**src/rtl/sd_spi_xfer_engine.sv**
```systemverilog
// SPI-mode SD command/response engine with integrated SCLK divider.
// Runs the power-up dummy-clock sequence, shifts out CMD_BYTES-byte commands,
// hunts for the R1 start byte and streams the requested number of response bytes.
// Optional feature macro: SD_SPI_CRC7_EN replaces the last command byte with
// {CRC7(bytes 0..CMD_BYTES-2), 1'b1}; when undefined cmd_data is sent verbatim.
module sd_spi_xfer_engine #(
    parameter int unsigned CMD_BYTES = 6,
    parameter int unsigned MAX_RESP  = 520,
    parameter int unsigned HALF_SLOW = 64,
    parameter int unsigned HALF_FAST = 1,
    parameter int unsigned INIT_CLKS = 80,
    parameter int unsigned NCR_MAX   = 8
) (
    input  logic                   clk,
    input  logic                   res_n,
    input  logic                   speed,
    input  logic                   init_req,
    input  logic                   cmd_valid,
    input  logic [8*CMD_BYTES-1:0] cmd_data,
    input  logic [9:0]             resp_bytes,
    output logic                   busy,
    output logic                   error,
    output logic [7:0]             resp_data,
    output logic                   resp_valid,
    output logic                   done,
    output logic                   card_sclk,
    output logic                   card_mosi,
    input  logic                   card_miso,
    output logic                   card_cs
);

    localparam int unsigned FRAME_W = 8 * CMD_BYTES;
    localparam int unsigned CNT_W   = 10;
    localparam int unsigned DIV_W   = (HALF_SLOW > 1) ? $clog2(HALF_SLOW) : 1;

    typedef enum logic [2:0] {
        ST_IDLE, ST_INIT, ST_CMD, ST_WAIT_R1, ST_RESP, ST_GAP, ST_DONE
    } state_e;

    state_e             state_q, state_d;
    logic               speed_q, speed_d;
    logic [DIV_W-1:0]   div_q, div_d;
    logic               sclk_q, sclk_d;
    logic               cs_q, cs_d;
    logic               mosi_q, mosi_d;
    logic [FRAME_W-1:0] tx_q, tx_d;
    logic [7:0]         rx_q, rx_d;
    logic [2:0]         bit_q, bit_d;
    logic [CNT_W-1:0]   cnt_q, cnt_d;
    logic [CNT_W-1:0]   total_q, total_d;
    logic               busy_q, busy_d;
    logic               error_q, error_d;
    logic               done_q, done_d;
    logic               resp_valid_q, resp_valid_d;
    logic [7:0]         resp_data_q, resp_data_d;

    logic               active, tick, rise, fall;
    logic [FRAME_W-1:0] cmd_frame;
    logic [7:0]         rx_byte;
    logic [CNT_W-1:0]   total_c;

    // Command frame as it goes on the wire (optionally with generated CRC7)
    function automatic logic [FRAME_W-1:0] build_frame(input logic [FRAME_W-1:0] f);
`ifdef SD_SPI_CRC7_EN
        logic [6:0] crc;
        logic       fb;
        crc = 7'h00;
        for (int i = FRAME_W - 1; i >= 8; i--) begin
            fb  = crc[6] ^ f[i];
            crc = {crc[5:0], 1'b0};
            if (fb) crc = crc ^ 7'h09;
        end
        build_frame = {f[FRAME_W-1:8], crc, 1'b1};
`else
        build_frame = f;
`endif
    endfunction

    assign active    = state_q inside {ST_INIT, ST_CMD, ST_WAIT_R1, ST_RESP, ST_GAP};
    assign tick      = active && (div_q == '0);
    assign rise      = tick && !sclk_q;
    assign fall      = tick && sclk_q;
    assign cmd_frame = build_frame(cmd_data);
    assign rx_byte   = {rx_q[6:0], card_miso};
    assign total_c   = (resp_bytes == '0) ? CNT_W'(1) :
                       (resp_bytes > CNT_W'(MAX_RESP)) ? CNT_W'(MAX_RESP) : resp_bytes;

    // Next-state, divider, shifter and registered-output computation
    always_comb begin
        state_d      = state_q;
        speed_d      = speed_q;
        div_d        = div_q;
        sclk_d       = sclk_q;
        cs_d         = cs_q;
        mosi_d       = mosi_q;
        tx_d         = tx_q;
        rx_d         = rx_q;
        bit_d        = bit_q;
        cnt_d        = cnt_q;
        total_d      = total_q;
        error_d      = error_q;
        resp_valid_d = 1'b0;
        resp_data_d  = resp_data_q;

        if (active) begin
            if (tick) begin
                div_d  = speed_q ? DIV_W'(HALF_FAST - 1) : DIV_W'(HALF_SLOW - 1);
                sclk_d = !sclk_q;
            end else begin
                div_d = div_q - DIV_W'(1);
            end
        end

        case (state_q)
            ST_IDLE: begin
                if (init_req || cmd_valid) begin
                    speed_d = speed;
                    div_d   = speed ? DIV_W'(HALF_FAST - 1) : DIV_W'(HALF_SLOW - 1);
                    sclk_d  = 1'b0;
                    cnt_d   = '0;
                    bit_d   = '0;
                    error_d = 1'b0;
                    total_d = total_c;
                    if (init_req) begin
                        state_d = ST_INIT;
                        cs_d    = 1'b1;
                        mosi_d  = 1'b1;
                    end else begin
                        state_d = ST_CMD;
                        tx_d    = cmd_frame;
                        cs_d    = 1'b0;
                        mosi_d  = cmd_frame[FRAME_W-1];
                    end
                end
            end
            ST_INIT: begin
                if (fall) begin
                    if (cnt_q == CNT_W'(INIT_CLKS - 1)) begin
                        state_d = ST_GAP;
                        cnt_d   = '0;
                    end else begin
                        cnt_d = cnt_q + CNT_W'(1);
                    end
                end
            end
            ST_CMD: begin
                if (fall) begin
                    if (cnt_q == CNT_W'(FRAME_W - 1)) begin
                        state_d = ST_WAIT_R1;
                        cnt_d   = '0;
                        bit_d   = '0;
                        mosi_d  = 1'b1;
                    end else begin
                        cnt_d  = cnt_q + CNT_W'(1);
                        tx_d   = {tx_q[FRAME_W-2:0], tx_q[FRAME_W-1]};
                        mosi_d = tx_q[FRAME_W-2];
                    end
                end
            end
            ST_WAIT_R1, ST_RESP: begin
                // Capture on the rising edge; a byte is delivered after its 8th sample
                if (rise) begin
                    rx_d = rx_byte;
                    if (bit_q == 3'd7) begin
                        if (state_q == ST_RESP || !rx_byte[7]) begin
                            resp_valid_d = 1'b1;
                            resp_data_d  = rx_byte;
                            cnt_d        = (state_q == ST_RESP) ? cnt_q + CNT_W'(1) : CNT_W'(1);
                        end else begin
                            cnt_d = cnt_q + CNT_W'(1);
                        end
                    end
                end
                // Phase changes happen on the falling edge that closes a byte
                if (fall) begin
                    bit_d = bit_q + 3'd1;
                    if (bit_q == 3'd7) begin
                        if (state_q == ST_WAIT_R1) begin
                            if (!rx_q[7]) begin
                                if (cnt_q >= total_q) begin
                                    state_d = ST_GAP;
                                    cnt_d   = '0;
                                    cs_d    = 1'b1;
                                end else begin
                                    state_d = ST_RESP;
                                end
                            end else if (cnt_q == CNT_W'(NCR_MAX)) begin
                                state_d = ST_GAP;
                                cnt_d   = '0;
                                cs_d    = 1'b1;
                                error_d = 1'b1;
                            end
                        end else if (cnt_q == total_q) begin
                            state_d = ST_GAP;
                            cnt_d   = '0;
                            cs_d    = 1'b1;
                        end
                    end
                end
            end
            ST_GAP: begin
                if (fall) begin
                    if (cnt_q == CNT_W'(7)) begin
                        state_d = ST_DONE;
                        cnt_d   = '0;
                    end else begin
                        cnt_d = cnt_q + CNT_W'(1);
                    end
                end
            end
            ST_DONE: begin
                state_d = ST_IDLE;
            end
            default: begin
                state_d = ST_IDLE;
            end
        endcase

        busy_d = (state_d != ST_IDLE) && (state_d != ST_DONE);
        done_d = (state_d == ST_DONE);
    end

    // State and output registers
    always_ff @(posedge clk or negedge res_n) begin
        if (!res_n) begin
            state_q      <= ST_IDLE;
            speed_q      <= 1'b0;
            div_q        <= '0;
            sclk_q       <= 1'b0;
            cs_q         <= 1'b1;
            mosi_q       <= 1'b1;
            tx_q         <= '0;
            rx_q         <= '0;
            bit_q        <= '0;
            cnt_q        <= '0;
            total_q      <= '0;
            busy_q       <= 1'b0;
            error_q      <= 1'b0;
            done_q       <= 1'b0;
            resp_valid_q <= 1'b0;
            resp_data_q  <= '0;
        end else begin
            state_q      <= state_d;
            speed_q      <= speed_d;
            div_q        <= div_d;
            sclk_q       <= sclk_d;
            cs_q         <= cs_d;
            mosi_q       <= mosi_d;
            tx_q         <= tx_d;
            rx_q         <= rx_d;
            bit_q        <= bit_d;
            cnt_q        <= cnt_d;
            total_q      <= total_d;
            busy_q       <= busy_d;
            error_q      <= error_d;
            done_q       <= done_d;
            resp_valid_q <= resp_valid_d;
            resp_data_q  <= resp_data_d;
        end
    end

    assign busy       = busy_q;
    assign error      = error_q;
    assign resp_data  = resp_data_q;
    assign resp_valid = resp_valid_q;
    assign done       = done_q;
    assign card_sclk  = sclk_q;
    assign card_mosi  = mosi_q;
    assign card_cs    = cs_q;

endmodule

```
**config.mk**
```make
export PLATFORM = sky130hd
export DESIGN_NAME = sd_spi_xfer_engine
export DESIGN_NICKNAME = d
export VERILOG_FILES = /design/src/rtl/sd_spi_xfer_engine.sv
export SDC_FILE = /design/constraint.sdc
export NUM_CORES = 1
export LEC_CHECK = 0
export CAP_MARGIN = 40
export CORE_MARGIN = 2
export CORE_UTILIZATION = 34
export DETAILED_ROUTE_END_ITERATION = 6
export SKIP_CTS_REPAIR_TIMING = 1
export SYNTH_ARGS = -nofsm -noshare
export SYNTH_HDL_FRONTEND = slang
export SYNTH_SLANG_ARGS = --single-unit
```
**constraint.sdc**
```tcl
create_clock -name clk -period 4.3 [get_ports clk]
set_input_delay 0.645 -clock clk [delete_from_list [all_inputs] [get_ports clk]]
set_output_delay 0.645 -clock clk [all_outputs]
set_load 0.05 [all_outputs]
```
# Word-level counts from Yosys, hierarchy flattened
# Cells that the tools add are included.
[totals]
out_inout_bits = 15
elab_cells = 158
inputBits = 64
ff_bits = 104
[classes]
n_reduce_logical = 27
n_lt_le_gt_ge = 2
n_addsub = 3
eq_ne = 28
n_mux = 82
[op_table]
columns = ["cell", "n"]
rows = [
  ["10-bit two-way mux", 20],
  ["48-bit two-way mux", 4],
  ["48-bit one-hot mux with 2 select lines", 1],
  ["3-bit two-way mux", 17],
  ["10-bit one-hot mux with 5 select lines", 1],
  ["6-bit two-way mux", 6],
  ["1-bit two-way mux", 27],
  ["2-bit != test, second input constant", 11],
  ["3-bit one-hot mux with 5 select lines", 1],
  ["5-bit AND reduction", 3],
  ["7-bit AND reduction", 2],
  ["3-bit == test, second input constant", 4],
  ["10-bit by 1-bit adder with 10-bit output, second input constant", 1],
  ["10-bit == test", 1],
  ["10-bit by 3-bit == test with 1-bit output, second input constant", 1],
  ["10-bit by 4-bit == test with 1-bit output, second input constant", 1],
  ["10-bit by 6-bit == test with 1-bit output, second input constant", 1],
  ["10-bit by 7-bit == test with 1-bit output, second input constant", 1],
  ["10-bit greater-or-equal comparator", 1],
  ["10-bit greater-than comparator, second input constant", 1],
  ["10-bit zero test", 1],
  ["5-bit nonzero test", 2],
  ["3-bit one-hot mux with 3 select lines", 1],
  ["4-bit != test, second input constant", 2],
  ["other kinds (19)", 31],
]

# Longest topological paths before layout
# Gate-level depths: netlist (run 1).
[logic_depth]
depth_word = 11
ltp_mapped = 15
depth_no_buf = 13

# Least setup slack after synthesis (run 1)
# No wires, ideal clock.
[synth_path]
path_type = "register to register"
from = "reg div_q[0]"
to = "reg cnt_q[2]"
synth_period_minus_slack_ns = 3.063
path_stages_with_launch = 14
n_path_buf = 1
t_arrival_ns = 2.942
path_slack_ns = 1.237
path_cell_list = "dfrtp_1 > inv_1 > ha_1 > nand2b_1 > or4_1 > nor2_1 > ha_1 > clkbuf_2 > nand4b_1 > nor4_2 > o221ai_2 > o32ai_2 > nor2_2 > a22o_1"
[synth_via]
elab_chain_cells = 10
word_cells_on_any_way = 17
[synth_lines]
columns = ["element", "line_no", "text"]
rows = [
  ["start: declaration", "42", "logic [DIV_W-1:0] div_q, div_d;"],
  ["start signal: assignment", "245", "div_q <= div_d;"],
  ["6-bit zero test *", "80", "assign tick = active && (div_q == '0);"],
  ["1-bit logical AND *", "80", ""],
  ["1-bit logical AND", "81", "assign rise = tick && !sclk_q;"],
  ["10-bit two-way mux", "162", "if (rise) begin"],
  ["10-bit two-way mux (on tied branches)", "180, 187", ""],
  ["10-bit two-way mux", "179", "if (!rx_q[7]) begin"],
  ["10-bit two-way mux", "178", "if (state_q == ST_WAIT_R1) begin"],
  ["10-bit two-way mux", "177", "if (bit_q == 3'd7) begin"],
  ["10-bit two-way mux", "175", "if (fall) begin"],
  ["10-bit one-hot mux with 5 select lines", "114", "case (state_q)"],
  ["end signal: assignment", "252", "cnt_q <= cnt_d;"],
  ["end: declaration", "49", "logic [CNT_W-1:0] cnt_q, cnt_d;"],
]
# Every way passes the cells marked *; elsewhere a longest branch is shown, timed or not.
# A chain may end at the register's enable or synchronous reset.

# Worst setup path in the final report (run 1)
[layout_path]
from = "reg div_q[0]"
to = "reg cnt_q[7]"
# Same word-level chain as after synthesis.

==> summary.txt, run 1 <==
Run status
  • Outcome: complete, no violations

Clocking
  • Htree depth: 3
  • Worst-path clk slew: 0.07 ns
  • TritonCTS clock tree: built
  • CTS Buf Count: 9
  • Clock latency on the worst-skew pair: 0.36 ns
  • Root Driver: clkbuf_16
  • Number of clock sinks: 104
  • Clock Path Buffers: 2

Power and ir drop
  • Power Density: 289 nW/um^2
  • Leak: 2.87 nW
  • VDD IR-drop max: 0.180 mV

Synth
  • FFs w/ async S/R, synth: 1.00
  • Top cells by count, synth: 102 x dfrtp_1, 96 x nand2_1, 52 x o21ai_0, 51 x mux2i_1, 25 x nor2_1
  • Yosys warning count: 0
  • Yosys top cell area share: 0.472
  • Top area cells in the synthesized netlist: dfrtp_1 47%, mux2i_1 9.4%, nand2_1 6.7%
  • Post-synthesis sequential element count: 104
  • Count of different cell masters after synthesis: 56
  • Seq/Total Area, Yosys: 0.482
  • Post-synth EDFFs: 0
  • Average size of a mapped cell: 9.78 um^2
  • Main synth FF type: dfrtp_1
  • Area leader, netlist: dfrtp_1
  • Cells after Synth: 553
  • Synth Net Count: 634
  • Netlist area before placement: 5410 um^2
  • Count leader, synth: dfrtp_1

Floorplan
  • Die W: 130 um
  • Core region area: 15,700 um^2
  • Row count: 46
  • Num ports: 79
  • Die H: 130 um
  • Starting density of the core: 0.344
  • Die area: 16,900 um^2

GRT
  • Vias in the first global route: 4,110
  • Grt total ovfl: 0
  • Largest net degree at the start of global routing: 97
  • GRT Total Usage: 0.153
  • Initial antenna violation count: 0
  • First-pass GRT wire length: 20,300 um

Setup path
  • Worst setup SP type: flop
  • Worst setup EP type: flop
  • Worst endpoint data arrival time: 3.82 ns
  • Setup CP Type: reg -> reg
  • Crit Path Max Fanout: 10
  • CP required: 4.54 ns

STA
  • Tmin final: 3.58 ns
  • Final worst path period share: 0.832
  • RSZ-0062 raised after global routing: no
  • Worst Tran Pin Value: 0.822 ns
  • Slew Viols, Final: 0
  • Setup Viol. Count Final: 0
  • Max frequency: 280 MHz
  • TNS Setup: 0 ns
  • Post-route clock skew: 0.0110 ns
  • Max_slew headroom: 0.452
  • Final hold vios: 0
  • Setup ws final: 0.723 ns

Routing
  • Number of remaining DRC errors: 0
  • Detailed-route via count: 4,188
  • Vias per cell: 4.96
  • Initial DRC count: 162
  • DRT antenna net count: 0
  • WL final: 12,200 um
  • Routed length per instance: 14.4 um
  • DRT Pass-1 Iters: 4

Hold path
  • Hold WC Path Type: in -> async

Run
  • Max_cap viols: 0

Placement
  • GPL Wtd Cong: 0.891
  • Input/output buffers: 78
  • Post-DP HPWL: 8720 um
  • Post-Place Worst Slack: 0.762 ns

Cells and area
  • Nets: 704
  • Share of layout cells above drive strength 1: 0.0796
  • Fillcell total: 1,522
  • # diodes: 0
  • Area growth syn-to-layout: 24.4%
  • Final Core Density: 0.428
[sequential cells by signal, summed over array words and instances (netlist names), 3 cells and up]
| register | count |
|---|---|
| resp_data | 8 |
| rx_q | 8 |
| total_q | 10 |
| bit_q | 3 |
| cnt_q | 10 |
| tx_q | 48 |
| div_q | 6 |
| state_q | 3 |
[final cells by class]
class | instances | area, um^2 | share of cell area
Multi-Input combinational cell | 404 | 2640 | 0.392
Clock inverter | 6 | 65.1 | 0.00968
Inverter | 21 | 78.8 | 0.0117
Sequential cell | 104 | 2610 | 0.387
Tap cell | 216 | 270 | 0.0402
Timing Repair Buffer | 83 | 828 | 0.123
Clock buffer | 10 | 239 | 0.0355
[worst max-delay path, cell delays in order, from the launching register on]
cell	delay [ns]
dfrtp_1	0.41
inv_1	0.07
ha_1	0.16
nand2b_1	0.10
or4_1	0.49
nor2_1	0.17
ha_1	0.43
nand4b_1	0.17
nor4_2	0.28
o221ai_2	0.19
o32ai_2	0.57
nor2_2	0.20
a22o_1	0.24
[where the power goes]
part | total [W] | switching, W | internal [W]
Combinational | 0.000104 | 0.0000412 | 0.0000632
Sequential | 0.000979 | 0.000000565 | 0.000979
Clock | 0.000856 | 0.000386 | 0.000470
Total | 0.00194 | 0.000428 | 0.00151
[cells in the final DEF, fill, tap and decap left out, drive strengths merged, types with 3 or more instances in the layout]
cell type | netlist | routed
mux2i | 51 | 51
mux2 | 12 | 12
or4 | 3 | 3
o21bai | 4 | 4
nor3 | 9 | 9
clkbuf | 18 | 10
o21ai | 72 | 72
o31a | 3 | 3
nand2 | 96 | 96
clkdlybuf4s50 | 0 | 77
and2 | 6 | 6
buf | 6 | 6
nor2b | 14 | 14
dfrtp | 102 | 102
nand4 | 5 | 5
a21oi | 22 | 22
clkinv | 1 | 3
a21o | 3 | 3
and3 | 8 | 8
nand3 | 4 | 4
a31oi | 6 | 6
inv | 20 | 22
nor2 | 26 | 26
ha | 17 | 17
a22o | 14 | 14
nand2b | 6 | 6
[stage by stage]
| step | hold WS (ns) | power [W] | std cells | area (um^2) |
|---|---|---|---|---|
| floorplan | 0.349 | 0.00102 | 553 | 5410 |
| global placement | 0.461 | 0.00110 | 826 | 6390 |
| detailed placement | 0.461 | 0.00111 | 828 | 6420 |
| CTS | 0.257 | 0.00196 | 844 | 6720 |
| global route | 0.272 | 0.00202 | 844 | 6720 |
| finish | 0.243 | 0.00194 | 844 | 6720 |
[cell families (layout without fill, tap and decap cells)]
kind of cell | after synthesis | after routing | share of synthesized area
AOI/OAI and AO/OA | 137 | 137 | 0.164
xor gates and xnor gates | 1 | 1 | 0.00162
adders and majority gates | 17 | 17 | 0.0393
buffers and inverters | 45 | 120 | 0.0326
DFF | 104 | 104 | 0.482
muxes | 63 | 63 | 0.119
and+or+nand+nor | 186 | 186 | 0.162
[routing by layer]
metal	up-vias	track usage	routed length, um
li1	2092	-	-
met1	1988	0.204	5710
met2	89	0.236	5750
met3	19	0.0422	502
met4	0	0.0595	215
met5	-	0	0
[path summary, 6_finish.rpt]
kind	start	to	slack [ns]	cells after the start
hold reg to reg	tx_q[42]	tx_q[42]	0.48	2
setup / recovery	div_q[0]	cnt_q[7]	0.72	12
min in group clk	tx_q[42]	tx_q[42]	0.48	2
max in group asynchronous	res_n	tx_q[43]	3.05	3
hold / removal	res_n	error	0.24	1
setup reg to reg	div_q[0]	cnt_q[7]	0.72	12
No activity file was read; power rests on OpenSTA's default activity.
==> run 2, diff against run 1 <==
- clock period: 4.3 -> 3.5 ns (I/O delays scaled with it)
==> summary.txt, run 2 (same netlist as run 1, synthesis figures left out) <==
STA
  • Tmin final: 3.24 ns (-0.334 ns)
  • Final worst path period share: 0.926 (+0.0946)
  • Setup Viol. Count Final: 0 (unchanged)
  • Slew Viols, Final: 0 (unchanged)
  • Max_slew headroom: 0.447 (-0.00478)
  • Max frequency: 308 MHz (+10%)
  • Worst Tran Pin Value: 0.829 ns (+0.00716 ns)
  • RSZ-0062 raised after global routing: no
  • TNS Setup: 0 ns (unchanged)
  • Final hold vios: 0 (unchanged)
  • Post-route clock skew: 0.0124 ns (+0.00145 ns)
  • Hold slack final: 0.478 ns (+0.235 ns)

GRT
  • Initial antenna violation count: 0 (unchanged)
  • Met1 Resource Use GR: 0.194 (-0.00984)
  • Grt total ovfl: 0 (unchanged)
  • GRT Total Usage: 0.146 (-0.00636)
  • Met3 usage: 0.0336 (-0.00861)
  • Largest net degree at the start of global routing: 97 (unchanged)
  • Most crowded layer after global routing: met2
  • First-pass GRT wire length: 19,900 um (-2.4%)
  • GR Util met2: 0.234 (-0.00185)
  • Vias in the first global route: 4,139 (+0.71%)

Cells and area
  • Most frequent cells in the layout: 102 x dfrtp_1, 96 x nand2_1, 77 x clkdlybuf4s50_1
  • Top reg by flops: tx_q
  • Regs by FF count: tx_q (48), cnt_q (10), total_q (10)
  • Final cell count without fillers: 848 (+0.47%)
  • # diodes: 0 (unchanged)
  • Fillcell total: 1,493 (-1.9%)
  • Share of layout cells above drive strength 1: 0.0839 (+0.00424)
  • Max FFs per register: 48 (unchanged)
  • Nets: 709 (+0.71%)
  • Final Instance Area: 6750 um^2 (+0.33%)
  • Area growth syn-to-layout: 24.8%
  • Commonest non-fill, non-tap cell in the layout: dfrtp_1
  • Multi-input gate area: 2650 um^2 (+0.43%)
  • Register area: 2610 um^2 (unchanged)

Power and ir drop
  • Power Density: 335 nW/um^2 (+16%)
  • Leak: 2.88 nW (+0.20%)
  • VDD IR-drop max: 0.219 mV (+22%)

Placement
  • Input/output buffers: 78 (unchanged)
  • GPL Wtd Cong: 0.935 (+4.9%)
  • Placed instance area: 6460 um^2 (+0.58%)
  • Post-DP HPWL: 8690 um (-0.35%)
  • Placed Cells: 832 (+0.48%)

Routing
  • Vias per cell: 4.95 (-0.28%)
  • Number of remaining DRC errors: 0 (unchanged)
  • DRT Pass-1 Iters: 4 (unchanged)
  • Routed length per instance: 14.2 um (-1.7%)
  • Initial DRC count: 217 (+34%)
  • Detailed-route via count: 4,196 (+0.19%)
  • WL final: 12,000 um (-1.3%)
  • DRT antenna net count: 0 (unchanged)

Setup path
  • FF-to-FF path depth: 13 (+1)
  • Worst reg2reg startpoint: div_q[0]
  • Crit-path max cell delay: 0.50 ns (-0.07 ns)
  • Critical R2R Capture: cnt_q[4]
  • Crit Path Max Fanout: 9 (-1)
  • WP buf/inv: 2 (+1)
  • Crit-path cells: inv_1 > ha_1 > nand2b_1 > or4_1 > nor2_1 > ha_1 > buf_4 > nand4_1 > a21oi_1 > o32ai_4 > a31oi_4 > o21ai_1 > a22o_1
  • Reg-to-reg slack, setup: 0.26 ns (-0.47 ns)
  • Worst setup SP type: flop
  • CP required: 3.72 ns (-0.82 ns)
  • Crit. Startpoint: div_q[0]
  • Delay-heaviest family, CP: compound AO/OA/AOI/OAI gates
  • Worst path most repeated cell: ha_1
  • Worst setup EP type: flop
  • Setup CP Type: reg -> reg
  • Worst Setup EP: cnt_q[4]
  • Worst endpoint data arrival time: 3.47 ns (-0.35 ns)
  • Slowest-stage cell, CP: or4_1
  • CP Depth: 13 (+1)

Floorplan
  • Core region area: 15,700 um^2 (unchanged)
  • Num ports: 79 (unchanged)
  • Die H: 130 um (unchanged)
  • Starting density of the core: 0.344 (unchanged)
  • Die area: 16,900 um^2 (unchanged)
  • Row count: 46 (unchanged)
  • Die W: 130 um (unchanged)

Clocking
  • Root Driver: clkbuf_16
  • Worst-path clk slew: 0.07 ns (about the same)
  • CTS Buf Count: 9 (unchanged)
  • Clock Path Buffers: 2 (unchanged)
  • Clock latency on the worst-skew pair: 0.34 ns (-0.02 ns)
  • Htree depth: 3 (unchanged)
  • TritonCTS clock tree: built
  • Number of clock sinks: 104 (unchanged)

Run status
  • Outcome: complete, no violations

Hold path
  • Worst Min Path Start: tx_q[45]
  • Hold WC Path Type: reg -> reg

Run
  • Max_cap viols: 0 (unchanged)
==> run 2: changes by cell type in the layout (fill, tap and decap cells not counted), sizes merged <==
cell	change
bufinv	-1
dlygate4sd3	+1
clkinvlp	+1
clkbuf	-1
buf	+4
==> run 2: report_power, final <==
| part | switching [W] | total, W | internal [W] |
|---|---|---|---|
| Clock | 0.000444 | 0.000925 | 0.000481 |
| Sequential | 0.000000740 | 0.00120 | 0.00120 |
| Combinational | 0.0000513 | 0.000131 | 0.0000800 |
| Total | 0.000496 | 0.00226 | 0.00176 |
==> run 2: metal layers <==
| metal | vias up | share of wire |
|---|---|---|
| met3 | 19 | 0.039 |
| met4 | 0 | 0.018 |
| met5 | - | 0 |
| li1 | 2099 | - |
| met1 | 1992 | 0.47 |
| met2 | 86 | 0.48 |
==> run 2: per-stage QoR <==
step                      worst slack, ns   util  power [W]
after global routing              0.00191  0.429    0.00236
after detailed placement            0.183  0.411    0.00136
final                               0.258  0.429    0.00226
after floorplan                     0.437      -    0.00125
after global placement              0.369  0.409    0.00135
after CTS                           0.162  0.428    0.00230
==> run 2: worst min-delay path by stage <==
stage | cells after the start | to | slack, ns
CTS | 1 | total_q[9] | -0.006
global route | 2 | total_q[8] | 0.50
finish | 2 | tx_q[45] | 0.48
global placement | 2 | tx_q[3] | 0.46
detailed placement | 1 | total_q[9] | 0.37
floorplan | 0 | bit_q[0] | 0.23
==> run 2: layout make-up <==
cell class | instances | share of cell area
well taps | 216 | 0.0401
repair buffers | 88 | 0.130
clock inverters | 6 | 0.00631
clock buffers | 9 | 0.0334
multi-input cells | 404 | 0.393
inverters | 21 | 0.0117
flip-flops and latches | 104 | 0.386
==> run 2: worst min-delay path: cells and delay by family, from the launching register on <==
family / cells / cell delay (ns)
and+or+nand+nor: 1 / 0.05
AOI/OAI and AO/OA: 1 / 0.06
DFF: 1 / 0.34
